$ cat src/rtl/cpu_param.sv
// Parametrised single-cycle CPU: 16 x DW register file, ALU with zero flag, return stack
// with overflow/underflow trap, OUT port and HALT. Instruction memory is external.
// state   | meaning
// ST_RUN  | fetching and executing one instruction per cycle
// ST_HALT | stopped by HALT or stack error; only reset leaves
module cpu_param #(
    parameter int DW     = 8,
    parameter int PCW    = 10,
    parameter int SDEPTH = 8
) (
    input  logic           clk,
    input  logic           reset,
    output logic [PCW-1:0] pc,
    input  logic [15:0]    instr,
    output logic [DW-1:0]  out_data,
    output logic           out_valid,
    output logic           halted,
    output logic           stack_err
);
    localparam int SAW = $clog2(SDEPTH);
    localparam int SPW = SAW + 1;

    typedef enum logic {ST_RUN, ST_HALT} state_t;
    state_t state, state_nxt;

    logic [DW-1:0]  regs [16];
    logic [PCW-1:0] stack_mem [SDEPTH];
    logic [SPW-1:0] sp;
    logic           z;

    logic [3:0]     op, rd, ra, rb;
    logic [DW-1:0]  a_val, b_val, alu_res, wr_data, imm_ext;
    logic [PCW-1:0] addr, pc_inc, pc_nxt, pop_val;
    logic           wr_en, z_nxt, push, pop, err, out_fire;

    assign op      = instr[15:12];
    assign rd      = instr[11:8];
    assign ra      = instr[7:4];
    assign rb      = instr[3:0];
    assign addr    = instr[PCW-1:0];
    assign imm_ext = DW'(instr[7:0]);
    assign a_val   = regs[ra];
    assign b_val   = regs[rb];
    assign pc_inc  = pc + PCW'(1);
    assign pop_val = stack_mem[SAW'(sp - SPW'(1))];
    assign halted  = (state == ST_HALT);

    always_comb begin
        alu_res = '0;
        case (op)
            4'd1:    alu_res = a_val + b_val;
            4'd2:    alu_res = a_val - b_val;
            4'd3:    alu_res = a_val & b_val;
            4'd4:    alu_res = a_val | b_val;
            4'd5:    alu_res = a_val ^ b_val;
            4'd6:    alu_res = ~a_val;
            default: alu_res = '0;
        endcase
    end

    always_comb begin
        state_nxt = state;
        pc_nxt    = pc_inc;
        wr_en     = 1'b0;
        wr_data   = alu_res;
        z_nxt     = z;
        push      = 1'b0;
        pop       = 1'b0;
        err       = 1'b0;
        out_fire  = 1'b0;
        if (state == ST_HALT) begin
            pc_nxt = pc;
        end else begin
            case (op)
                4'd1, 4'd2, 4'd3, 4'd4, 4'd5, 4'd6: begin
                    wr_en = 1'b1;
                    z_nxt = (alu_res == '0);
                end
                4'd8: begin
                    wr_en   = 1'b1;
                    wr_data = imm_ext;
                end
                4'd9:  pc_nxt = addr;
                4'd10: if (z) pc_nxt = addr;
                4'd11: if (!z) pc_nxt = addr;
                4'd12: begin
                    if (sp == SPW'(SDEPTH)) begin
                        err       = 1'b1;
                        state_nxt = ST_HALT;
                        pc_nxt    = pc;
                    end else begin
                        push   = 1'b1;
                        pc_nxt = addr;
                    end
                end
                4'd13: begin
                    if (sp == '0) begin
                        err       = 1'b1;
                        state_nxt = ST_HALT;
                        pc_nxt    = pc;
                    end else begin
                        pop    = 1'b1;
                        pc_nxt = pop_val;
                    end
                end
                4'd14: out_fire = 1'b1;
                4'd15: begin
                    state_nxt = ST_HALT;
                    pc_nxt    = pc;
                end
                default: ;
            endcase
        end
    end

    always_ff @(posedge clk) begin
        if (reset) state <= ST_RUN;
        else       state <= state_nxt;
    end

    always_ff @(posedge clk) begin
        if (reset) begin
            pc        <= '0;
            z         <= 1'b0;
            sp        <= '0;
            out_data  <= '0;
            out_valid <= 1'b0;
            stack_err <= 1'b0;
            for (int i = 0; i < 16; i++) regs[i] <= '0;
        end else begin
            pc        <= pc_nxt;
            z         <= z_nxt;
            out_valid <= out_fire;
            if (out_fire) out_data <= a_val;
            if (err) stack_err <= 1'b1;
            // R0 is never written, so its reset value keeps it reading zero
            if (wr_en && rd != 4'd0) regs[rd] <= wr_data;
            if (push)     sp <= sp + SPW'(1);
            else if (pop) sp <= sp - SPW'(1);
        end
    end

    always_ff @(posedge clk) begin
        if (!reset && push) stack_mem[sp[SAW-1:0]] <= pc_inc;
    end
endmodule

$ cat config.mk
export PLATFORM = sky130hd
export DESIGN_NAME = cpu_param
export DESIGN_NICKNAME = d
export VERILOG_FILES = /design/src/rtl/cpu_param.sv
export SDC_FILE = /design/constraint.sdc
export NUM_CORES = 1
export LEC_CHECK = 0
export ABC_AREA = 1
export BUFFER_PORTS_ARGS = -buffer_cell sky130_fd_sc_hd__buf_4
export CAP_MARGIN = 20
export CORE_MARGIN = 2
export CORE_UTILIZATION = 40
export CTS_CLUSTER_DIAMETER = 150
export DETAILED_ROUTE_END_ITERATION = 10
export GPL_TIMING_DRIVEN = 0
export PLACE_DENSITY = 0.6
export SYNTH_ARGS = -nofsm -noshare
export SYNTH_HDL_FRONTEND = slang
export SYNTH_SLANG_ARGS = --single-unit
$ cat constraint.sdc
create_clock -name clk -period 4.4 [get_ports clk]
set_input_delay 0.44 -clock clk [delete_from_list [all_inputs] [get_ports clk]]
set_output_delay 0.44 -clock clk [all_outputs]
set_load 0.01 [all_outputs]
# [Yosys cells after proc, flatten, opt, wreduce, memory -nomap -nowiden]
# Memory sizes are Yosys's and may differ from the RTL's.
# Cells that the tools add are included.
[totals] regBits=26 ramBits=208 input_bits=18 output_inout_bits=21 wordCells=85 mem_count=2
[op_classes] add_sub_neg=5 n_eq_ne=17 mux=36 n_bitwise=6 n_reduce_logical=12
[memory_table] memory="regs" words=16 width=8 read_ports=2 rd_ports_with_merged_regs=0 write_ports=16 line_no="26" source="logic [DW-1:0] regs [16];"
[memory_table] memory="stack_mem" words=8 width=10 read_ports=1 rd_ports_with_merged_regs=0 write_ports=1 line_no="27" source="logic [PCW-1:0] stack_mem [SDEPTH];"
[ops] cell="10-bit case mux with 6 select lines" n=1
[ops] cell="8-bit case mux with 6 select lines" n=1
[ops] cell="10-bit two-way mux" n=4
[ops] cell="4-bit equality test (second input constant)" n=9
[ops] cell="8-bit two-way mux" n=3
[ops] cell="1-bit two-way mux" n=22
[ops] cell="4-bit by 3-bit equality test with 1-bit output (second input constant)" n=3
[ops] cell="4-bit two-way mux" n=3
[ops] cell="10-bit by 1-bit adder with 10-bit output (second input constant)" n=1
[ops] cell="8-bit adder" n=1
[ops] cell="8-bit bitwise AND" n=1
[ops] cell="4-bit by 2-bit equality test with 1-bit output (second input constant)" n=2
[ops] cell="8-bit logical NOT" n=1
[ops] cell="8-bit inverter" n=1
[ops] cell="8-bit bitwise OR" n=1
[ops] cell="8-bit OR reduction" n=1
[ops] cell="8-bit subtractor" n=1
[ops] cell="8-bit bitwise XOR" n=1
[ops] cell="7-bit OR reduction" n=1
[ops] cell="6-bit OR reduction" n=1
[ops] cell="4-bit by 1-bit adder with 4-bit output (second input constant)" n=1
[ops] cell="4-bit by 1-bit equality test with 1-bit output (second input constant)" n=1
[ops] cell="4-bit logical NOT" n=1
[ops] cell="2-bit != test (second input constant)" n=2
[ops] cell="other kinds (10)" n=12

# [Logic depth before layout (Yosys ltp)]
# Gate-level depths: netlist (run 1).
[depth] depth_word=10 ltp_mapped=29 depth_no_buf=26

# [Worst setup path after synthesis (run 1)]
# Ideal clock, no wire load.
[synth_path] kind="in2reg" from="in instr[1]" to="mem regs[11][7] (data pin)" setup_ns=0.250 arrival_time_ns=3.302 t_required_ns=4.150 setup_slack_ns=0.848 cell_stages=26 n_path_buf=3 cell_sequence="buf_4 inv_2 buf_2 o211ai_1 nand3_1 nand3_1 nand2_2 inv_2 ha_1 a21oi_1 xnor2_1 ha_1 a21oi_1 nand2_1 nand2_1 nand2_1 nand2_1 a21oi_1 or2_2 a21oi_1 nand3_1 nand3_2 o211ai_4 buf_6 nand2_1 inv_1"
[synth_lines] item="from (decl)" line_no="14" source="input logic [15:0] instr,"
[synth_lines] item="to (decl)" line_no="26"

==> impl_metrics.toml, run 1 <==
[route]
route.detailed.drc = 0
drt_iter0_drc = 1471
wl_per_cell_um = 21.74
routed_wl_um = 47720
detailroute.via_count = 11870
antenna_left = 0
routed_via_density = 5.408
drt-pass1-iter-count = 8

[hold_path]
hp-class = "in2reg"
timing.hold.worst_path_depth = 3
hold_end = "pc[9]$_SDFFE_PP0P_"
worst_hold_startpoint = "instr[9]"

[cells_and_area]
final_layout_size_suffix_gt1_frac = 0.1105
layout-area-overhead-vs-synth_pct = 14.81
final_cell_count_no_fill = 2195
area_occupied_by_multi_input_gates_um2 = 5101
fillers = 3265
combined_flip_flop_and_latch_cell_area_um2 = 6766
post_layout_nets = 1770

[power_and_ir_drop]
total_leakage_power_nw = 7.206
report.power.total_mw = 6.008
vdd_ir_drop_max_uv = 263.9
cellPowerDensity_nw_per_um2 = 389.2

[yosys]
postSynth.topFlopCell = "edfxtp_1"
synth_seq_cells = 234
synth.yosys.warnings = 0
syn_area_per_cell_um2 = 8.228
ys_seq_area_frac = 0.5033
synthArstFlopShare = 0
netlist.area_leader.share = 0.4646
synthDistinctLibCells = 44
synth_area_um2 = 13440
yosys.area.top_type = "edfxtp_1"
synth_edf_count = 208
synth.top_cells.by_count = "nand2_1 (350), inv_1 (298), edfxtp_1 (208)"
post_synth_inst_count = 1634
synth.top_cells.by_area = "edfxtp_1 (46%), nand2_1 (9.8%), inv_1 (8.3%)"
most_frequently_used_cell_type_in_the_post_synthesis_netlist = "nand2_1"

[setup_path]
timing.critical_path.fanout_max = 10
rr_endpoint = "pc[4]$_SDFFE_PP0P_"
crit_path_end_kind = "flop"
worstRegToRegCells = 11
path_cells = "buf_2 -> clkinv_1 -> clkbuf_1 -> nand3_1 -> nand3_1 -> nand2_1 -> inv_1 -> ha_1 -> fa_1 -> inv_1 -> nand3_1 -> nand2_1 -> nand2_1 -> a21oi_1 -> nor2_1 -> nand2_1 -> a21oi_1 -> nor2_1 -> o21ai_2 -> buf_4 -> nand2_1 -> inv_1"
r2r_setup_slack_ns = 0.33
path_buf_inv = 7
regToRegStartpoint = "sp[0]$_SDFFE_PP0P_"
critPathSlowestCell = "clkbuf_1"
max_stage_delay_ns = 0.47
setup.worst_path.class = "in2reg"
critical_path.top_delay_family = "buffers and inverters"
critPathLaunchType = "input pin"
critical_path.most_common_cell = "nand2_1"
arrival_ns = 4.46
critPathRequiredTime_ns = 4.72

[die]
floorplan_die_area_um2 = 35090
floorplan.die.height_um = 187.3
design.core.area_um2 = 33280
num_io_pins = 39
start_util = 0.4040
die_w_um = 187.3
floorplan.rows = 67

[clock_tree]
maximum_count_of_clock_buffers_along_a_single_path = 3
tritoncts = "built"
cts.root.buffer_cell = "clkbuf_16"
clk-insertion-delay-late_ns = 0.57
cts_hold_buffers = 0
total_clock_buffers_created_by_cts = 28
post-cts-setup-buffers = 0
cts_num_sinks = 234
gates_resized_cts_repair = 0
htree_levels = 1
clk_transition_reported_paths_ns = 0.06

[global_routing]
vias_in_the_first_global_route = 11060
pin_count_of_the_biggest_net_entering_global_routing = 15
wire_length_of_the_first_global_routing_pass_um = 69770
grt_usage = 0.2689
antenna_found_initial = 0
globalRouteOverflowTotal = 0

[timing]
worst_pin_slew_ns = 1.104
fmax_ghz = 0.2418
rsz0062_at_grt = "false"
timing.slew.headroom = 0.2607
final_max_slew_viol_count = 0
finalHoldViolations = 0
final.period_utilization = 0.9401
clock_skew_ns = 0.01483
setup_ws_ns = 0.2636
final.min_clock_period_ns = 4.136
timing.final.setup_violations = 0

[placed_design]
placement.io_buffers = 30
post-place-cells = 2130
dp_worst_setup_slack_ns = -0.3867
hpwl_um = 33970
gp_congestion = 0.9959

[run]
maxCapViolations = 0

[outcome]
status = "complete, no violations"
[placed cells by master (no fill, tap or decap), types with 6 or more instances in the layout]
cell type and n:
a211oi_1 8, a21oi_1 70, a31oi_1 12, buf_2 37
buf_4 45, buf_6 19, clkbuf_1 28, clkbuf_16 28
clkinv_1 8, clkinv_2 6, conb_1 8, dfxtp_1 26
edfxtp_1 208, ha_1 27, inv_1 298, inv_2 7
nand2_1 350, nand3_1 163, nor2_1 104, nor2_2 10
nor3_1 6, nor3_2 6, o211ai_1 26, o21ai_0 149
o221ai_1 9, o22ai_1 8, or2_1 6, xor2_1 14
[how the worst max path moves through the flow]
| stage | start | endpoint | slack (ns) | cells past startpoint |
|---|---|---|---|---|
| after floorplan | instr[1] | regs[11][7]$_SDFFCE_PN0P_ | 0.85 | 26 |
| after global placement | instr[5] | regs[3][6]$_SDFFCE_PN0P_ | -0.39 | 21 |
| after detailed placement | instr[4] | regs[14][6]$_SDFFCE_PN0P_ | -0.39 | 23 |
| after CTS | instr[4] | regs[14][6]$_SDFFCE_PN0P_ | 0.19 | 23 |
| after global routing | sp[0]$_SDFFE_PP0P_ | stack_mem[3][8]$_DFFE_PP_ | 0.03 | 13 |
| final | instr[6] | regs[4][6]$_SDFFCE_PN0P_ | 0.26 | 22 |
[cell type report]
type / instances / share of cell area
clock inverters: 21 / 0.01646
plain buffers: 81 / 0.03048
repair buffers: 54 / 0.02602
well taps: 448 / 0.03632
multi-input cells: 1015 / 0.3305
flip-flops and latches: 234 / 0.4384
inverters: 310 / 0.07555
clock buffers: 31 / 0.04613
diodes: 1 / 0.0001621
[registers in the layout, summed over array words and instances, names as in the netlist]
register	count
z	1
out_valid	1
out_data	8
halted	1
pc	10
stack_err	1
sp	4
regs	128
stack_mem	80
[where the power goes]
| part | internal, mW | switching [mW] |
|---|---|---|
| registers | 2.50 | 0.0482 |
| logic | 0.279 | 0.715 |
| clock network | 1.47 | 0.994 |
| total | 4.25 | 1.76 |
[kinds of logic (layout without fill, tap and decap cells)]
family	Yosys count	count (layout)	share of synthesized area
AND/OR/NAND/NOR	657	657	0.2059
buffers and inverters	392	497	0.1219
AO/OA/AOI/OAI	305	305	0.1309
flip-flops	234	234	0.5033
adder cells (fa/ha/maj)	28	28	0.02662
XOR/XNOR	17	17	0.01108
other	1	9	0.0002789
[metrics by stage]
stage / util / hold WS, ns / TNS (ns) / instance area, um^2
2_1_floorplan: - / 0.4441 / 0 / 13470
3_3_place_gp: 0.4284 / 0.4561 / -24.04 / 14260
3_5_place_dp: 0.4323 / 0.4699 / -6.266 / 14390
4_1_cts: 0.4614 / 0.2378 / 0 / 15350
5_1_grt: 0.4637 / 0.2784 / 0 / 15430
6_report: 0.4638 / 0.2573 / 0 / 15430
[tightest hold or removal path, cell delays in order]
cell     delay (ns)
buf_4          0.12
a21oi_1        0.07
a31oi_1        0.15
[metal layers]
| layer | wire [um] | track usage | vias to the layer above | part of all wire |
|---|---|---|---|---|
| met5 | 0 | 0 | - | 0 |
| met1 | 20370 | 0.3810 | 5597 | 0.43 |
| li1 | - | - | 5541 | - |
| met2 | 20110 | 0.3962 | 624 | 0.42 |
| met4 | 1959 | 0.1108 | 0 | 0.041 |
| met3 | 5288 | 0.06173 | 108 | 0.11 |
(Power assumes the default switching activity.)
==> run 2: changes to the inputs <==
==> constraint.sdc (replaced) <==
create_clock -name clk -period 4.4 [get_ports clk]
set_input_delay 0.66 -clock clk [delete_from_list [all_inputs] [get_ports clk]]
set_output_delay 0.66 -clock clk [all_outputs]
set_load 0.01 [all_outputs]
==> impl_metrics.toml, run 2 (same netlist as run 1, synthesis figures left out) <==
[setup_path]
timing.critical_path.fanout_max = 10
setup.worst_path.class = "in2reg"
crit_path_end_kind = "flop"
r2r_setup_slack_ns = 0.38
arrival_ns = 4.44
critPathLaunchType = "input pin"
critPathRequiredTime_ns = 4.72
rr_endpoint = "stack_mem[3][8]$_DFFE_PP_"
regToRegStartpoint = "sp[0]$_SDFFE_PP0P_"
worstRegToRegCells = 13

[power_and_ir_drop]
internal_power_mw = 4.251
clkPwrFrac = 0.409
switching_share = 0.2921
total_leakage_power_nw = 7.211
p_switching_mw = 1.754
cellPowerDensity_nw_per_um2 = 389.0
pwr-share-comb = 0.166
report.power.total_mw = 6.006
sequentialPowerShare = 0.425
vdd_ir_drop_max_uv = 258.0

[hold_path]
hold_end = "pc[9]$_SDFFE_PP0P_"
hp-class = "in2reg"
worst_hold_startpoint = "instr[9]"
timing.hold.worst_path_depth = 3

[route]
wl_per_cell_um = 21.74
antenna_left = 0
routed_via_density = 5.405
routed_wl_um = 47700
route.detailed.drc = 0
drt-pass1-iter-count = 5
drt_iter0_drc = 1553
detailroute.via_count = 11859

[global_routing]
grt_usage = 0.2684
globalRouteOverflowTotal = 0
pin_count_of_the_biggest_net_entering_global_routing = 20
antenna_found_initial = 0
wire_length_of_the_first_global_routing_pass_um = 69700
vias_in_the_first_global_route = 11045

[die]
floorplan_die_area_um2 = 35090
start_util = 0.4040
design.core.area_um2 = 33280
die_w_um = 187.3
floorplan.die.height_um = 187.3
num_io_pins = 39
floorplan.rows = 67

[cells_and_area]
layout-area-overhead-vs-synth_pct = 14.84
mostFrequentLayoutCells = "nand2_1 (350), inv_1 (298), edfxtp_1 (208), nand3_1 (163), o21ai_0 (149)"
largest_register = "regs"
largest_reg_flops = 128
post_layout_nets = 1770
final_layout_size_suffix_gt1_frac = 0.1123
layout.cells.most_common = "nand2_1"
n_antenna_cell = 0

[clock_tree]
cts_hold_buffers = 0
post-cts-setup-buffers = 0
htree_levels = 1
total_clock_buffers_created_by_cts = 28
cts_num_sinks = 234
clk_transition_reported_paths_ns = 0.06
maximum_count_of_clock_buffers_along_a_single_path = 3
cts.root.buffer_cell = "clkbuf_16"
tritoncts = "built"
clk-insertion-delay-late_ns = 0.57

[timing]
rsz0062_at_grt = "false"
final.min_clock_period_ns = 4.121
hold-worst-slack_ns = 0.4784
finalHoldViolations = 0
timing.final.setup_violations = 0
clock_skew_ns = 0.01540
setup_ws_ns = 0.2793
timing.slew.headroom = 0.2588
fmax_ghz = 0.2427
final_max_slew_viol_count = 0
final.period_utilization = 0.9365
worst_pin_slew_ns = 1.107

[placed_design]
gp_congestion = 0.9959
placement.io_buffers = 30
dp_worst_setup_slack_ns = -0.6067
hpwl_um = 33970

[outcome]
status = "complete, no violations"

[run]
maxCapViolations = 0
## run 2: power groups by stage
stage / Combinational (mW) / Clock [mW] / Sequential [mW]
after floorplan: 0.595 / 0 / 2.58
after global placement: 0.943 / 0 / 2.60
after detailed placement: 0.960 / 0 / 2.60
after CTS: 0.962 / 2.48 / 2.55
after global routing: 1.07 / 2.58 / 2.56
final: 0.995 / 2.46 / 2.55
## run 2: cell type report
class / instances / area (um^2)
plain buffers: 81 / 473.0
well taps: 448 / 560.5
clock buffers: 31 / 711.9
flip-flops and latches: 234 / 6766
repair buffers: 54 / 401.6
multi-input cells: 1015 / 5101
inverters: 310 / 1170
clock inverters: 21 / 254.0
fillers: 3263 / 17840
## run 2: metal layers
metal,global-route usage,part of all wire,vias up
li1,-,-,5534
met1,0.3824,0.43,5614
met2,0.3962,0.42,603
met3,0.05816,0.11,108
met4,0.1093,0.040,0
met5,0,0,-
## run 2: worst max path at each step
stage,start,end,slack [ns]
after floorplan,instr[1],regs[11][7]$_SDFFCE_PN0P_,0.63
after global placement,instr[5],regs[3][6]$_SDFFCE_PN0P_,-0.61
after detailed placement,instr[4],regs[14][6]$_SDFFCE_PN0P_,-0.61
after CTS,instr[5],regs[14][6]$_SDFFCE_PN0P_,0.0006
after global routing,instr[5],regs[3][6]$_SDFFCE_PN0P_,0.03
final,instr[2],regs[11][7]$_SDFFCE_PN0P_,0.28
## run 2: stage by stage
| stage | utilization | area, um^2 | cells | setup TNS [ns] |
|---|---|---|---|---|
| 6_report | 0.4639 | 15440 | 2194 | 0 |
| 5_1_grt | 0.4639 | 15440 | 2194 | 0 |
| 4_1_cts | 0.4613 | 15350 | 2181 | 0 |
| 3_5_place_dp | 0.4323 | 14390 | 2130 | -18.91 |
| 3_3_place_gp | 0.4284 | 14260 | 2119 | -37.35 |
| 2_1_floorplan | - | 13470 | 1641 | 0 |
## run 2: what timing repair did
action | CTS | global route
setup endpoints to repair | 10 | 34
resized for setup | 0 | 9
endpoints found under the hold margin | 0 | 0
## run 2: worst max-delay path, cell delays in order
cell and delay [ns]:
buf_2 0.18, inv_2 0.24, buf_2 0.36, nand3_1 0.12, nand3_1 0.15, nand2_2 0.14, inv_2 0.11, ha_1 0.19
a21oi_1 0.07, xnor2_1 0.16, ha_1 0.33, a21oi_1 0.15, nand2_1 0.08, nand2_1 0.08, nand2_1 0.06, nand2_1 0.08
a21oi_1 0.08, or2_2 0.29, a21oi_1 0.16, nand3_1 0.11, nand3_2 0.12, o211ai_4 0.18, buf_6 0.23, nand2_1 0.07
inv_1 0.04
==> run 3: changes to the inputs <==
- ABC_AREA: 1 -> unset
==> impl_metrics.toml, run 3 <==
[setup_path]
worstRegToRegCells = 17
setup.worst_path.class = "in2reg"
path_buf_inv = 6
critPathRequiredTime_ns = 4.67
critPathLaunchType = "input pin"
timing.critical_path.fanout_max = 8
critical_path.top_delay_family = "compound AO/OA/AOI/OAI gates"
max_stage_delay_ns = 0.55
critPathSlowestCell = "mux4_2"
crit_path_end_kind = "flop"
path_cells = "buf_8 -> buf_12 -> mux4_2 -> a22oi_2 -> nand2_2 -> inv_2 -> ha_1 -> mux2_2 -> inv_1 -> ha_1 -> a21o_1 -> a311o_1 -> a21oi_2 -> o21ai_2 -> xnor3_2 -> a221oi_4 -> buf_12 -> buf_6 -> nor2_2"
arrival_ns = 4.58
cp_num_cells = 19

[yosys]
synth_area_um2 = 12250
synth_edf_count = 208
ys_seq_area_frac = 0.5526
synthArstFlopShare = 0
yosys.area.top_type = "edfxtp_1"
syn_area_per_cell_um2 = 13.03
synth.top_cells.by_area = "edfxtp_1 (51%), mux4_2 (15%), nor2_1 (5.0%)"
post_synth_inst_count = 940
netlist.area_leader.share = 0.5101
synth.top_cells.by_count = "edfxtp_1 (208), nor2_1 (163), mux4_2 (80)"
synth.yosys.warnings = 0
synthDistinctLibCells = 65
most_frequently_used_cell_type_in_the_post_synthesis_netlist = "edfxtp_1"
synth_seq_cells = 234
postSynth.topFlopCell = "edfxtp_1"

[cells_and_area]
largest_reg_flops = 128
layout.cell_area.non_filler_um2 = 14250
mostFrequentLayoutCells = "edfxtp_1 (208), nor2_1 (163), mux4_2 (80), nand2_1 (68), buf_4 (41)"
final_layout_size_suffix_gt1_frac = 0.2375
largest_register = "regs"
post_layout_nets = 1069
fillers = 2699
n_antenna_cell = 0
final_cell_count_no_fill = 1436
layout.cells.most_common = "edfxtp_1"
layout-area-overhead-vs-synth_pct = 16.37

[die]
num_io_pins = 39
design.core.area_um2 = 30350
start_util = 0.4035
die_w_um = 179.0
floorplan.rows = 64
floorplan.die.height_um = 179.0
floorplan_die_area_um2 = 32030

[timing]
final.min_clock_period_ns = 4.307
clock_skew_ns = 0.01722
timing.final.setup_violations = 0
fmax_ghz = 0.2322
final_max_slew_viol_count = 0
final.period_utilization = 0.9790
rsz0062_at_grt = "false"
worst_pin_slew_ns = 1.121
timing.slew.headroom = 0.2484
finalHoldViolations = 0

[clock_tree]
cts.root.buffer_cell = "clkbuf_16"
clk_transition_reported_paths_ns = 0.06
cts_num_sinks = 234
clk-insertion-delay-late_ns = 0.54
htree_levels = 1
maximum_count_of_clock_buffers_along_a_single_path = 3
cts_hold_buffers = 0
tritoncts = "built"
total_clock_buffers_created_by_cts = 26

[global_routing]
globalRouteOverflowTotal = 0
vias_in_the_first_global_route = 8107
antenna_found_initial = 0
wire_length_of_the_first_global_routing_pass_um = 51650
grt_usage = 0.2222
pin_count_of_the_biggest_net_entering_global_routing = 15

[route]
met3_wirelength_um = 3078
antenna_left = 0
route.detailed.drc = 0
drt_iter0_drc = 933
routed_via_density = 5.808
wl_met1_um = 14500
route.met2.wl_um = 16140
detailroute.via_count = 8341
topRoutingLayerUsed = "met4"
wl_per_cell_um = 24.28
drt-pass1-iter-count = 5
routed_wl_um = 34870

[placed_design]
placement.io_buffers = 28
post-place-cells = 1379
gp_congestion = 0.9167
hpwl_um = 24760
placed_area_um2 = 13110

[power_and_ir_drop]
cellPowerDensity_nw_per_um2 = 398.5
vdd_ir_drop_max_uv = 250.4
total_leakage_power_nw = 4.979

[run]
maxCapViolations = 0

[outcome]
status = "complete, no violations"

[hold_path]
timing.hold.worst_path_depth = 2
hp-class = "reg2reg"
## run 3: cell types whose count changed after synthesis, moves of 13 or more
cell,delta
a21oi_1,-29
a22oi_1,+14
buf_2,-15
clkbuf_1,+13
inv_1,-274
mux4_2,+80
nand2_1,-280
nand2b_1,+23
nand3_1,-145
nor2_1,+58
o211ai_1,-23
o21ai_0,-122
xnor2_1,+13
## run 3: logic make-up after synthesis
logic type | Yosys count | synth area share
and+or+nand+nor | 329 | 0.1188
DFF | 234 | 0.5526
AOI/OAI and AO/OA | 130 | 0.07020
muxes | 103 | 0.1759
buffers and inverters | 89 | 0.03259
adders and majority gates | 28 | 0.02922
xor gates and xnor gates | 26 | 0.02033
other | 1 | 0.0003062
## run 3: worst paths after layout
check	to	from	slack, ns
max	regs[11][7]$_SDFFCE_PN0P_	instr[0]	0.09
min	out_data[7]$_SDFFE_PP0P_	out_data[7]$_SDFFE_PP0P_	0.46
max reg2reg	regs[11][7]$_SDFFCE_PN0P_	regs[6][0]$_SDFFCE_PN0P_	0.14
min reg2reg	out_data[7]$_SDFFE_PP0P_	out_data[7]$_SDFFE_PP0P_	0.46
## run 3: power breakdown
part / total (mW) / switching (mW) / internal (mW)
logic: 0.947 / 0.561 / 0.386
registers: 2.56 / 0.0546 / 2.50
clock network: 2.18 / 0.888 / 1.29
## run 3: metal layers
metal	vias up	global-route usage
met3	81	0.03774
met5	-	0
met4	0	0.07182
li1	3700	-
met1	4147	0.3142
met2	413	0.3500
## run 3: final cells by class
| cell class | instances | area [um^2] | area share |
|---|---|---|---|
| Multi-Input combinational cell | 624 | 5207 | 0.3654 |
| Buffer | 64 | 385.4 | 0.02704 |
| Clock buffer | 33 | 728.2 | 0.05110 |
| Timing Repair Buffer | 48 | 440.4 | 0.03091 |
| Clock inverter | 12 | 132.6 | 0.009307 |
| Tap cell | 396 | 495.5 | 0.03477 |
| Inverter | 25 | 93.84 | 0.006585 |
| Sequential cell | 234 | 6766 | 0.4748 |
## run 3: per-stage QoR
stage | total power, mW | setup TNS, ns | hold WS [ns] | util | worst slack, ns
after global placement | 3.449 | -137.47 | 0.4479 | 0.4281 | -1.392
after global routing | 5.875 | 0 | 0.4959 | 0.4695 | 0.0005436
after detailed placement | 3.463 | -126.00 | 0.4558 | 0.4319 | -1.431
after CTS | 5.657 | 0 | 0.4631 | 0.4663 | 0.03361
final | 5.679 | 0 | 0.4607 | 0.4695 | 0.09257
after floorplan | 3.173 | 0 | 0.4805 | - | 0.004558
## run 3: tightest hold or removal path, stage by stage, from the launching register on
cell and delay (ns):
dfxtp_1 0.30, nand2_1 0.05, a21oi_1 0.06
## run 3: timing repair
action                                  in CTS  in global routing
buffers inserted                             6                  3
pin swaps                                    3                  4
cloned                                       2                  0
gates resized for setup                     34                 19
endpoints found under the setup margin     116                 90
endpoints found under the hold margin        0                  0
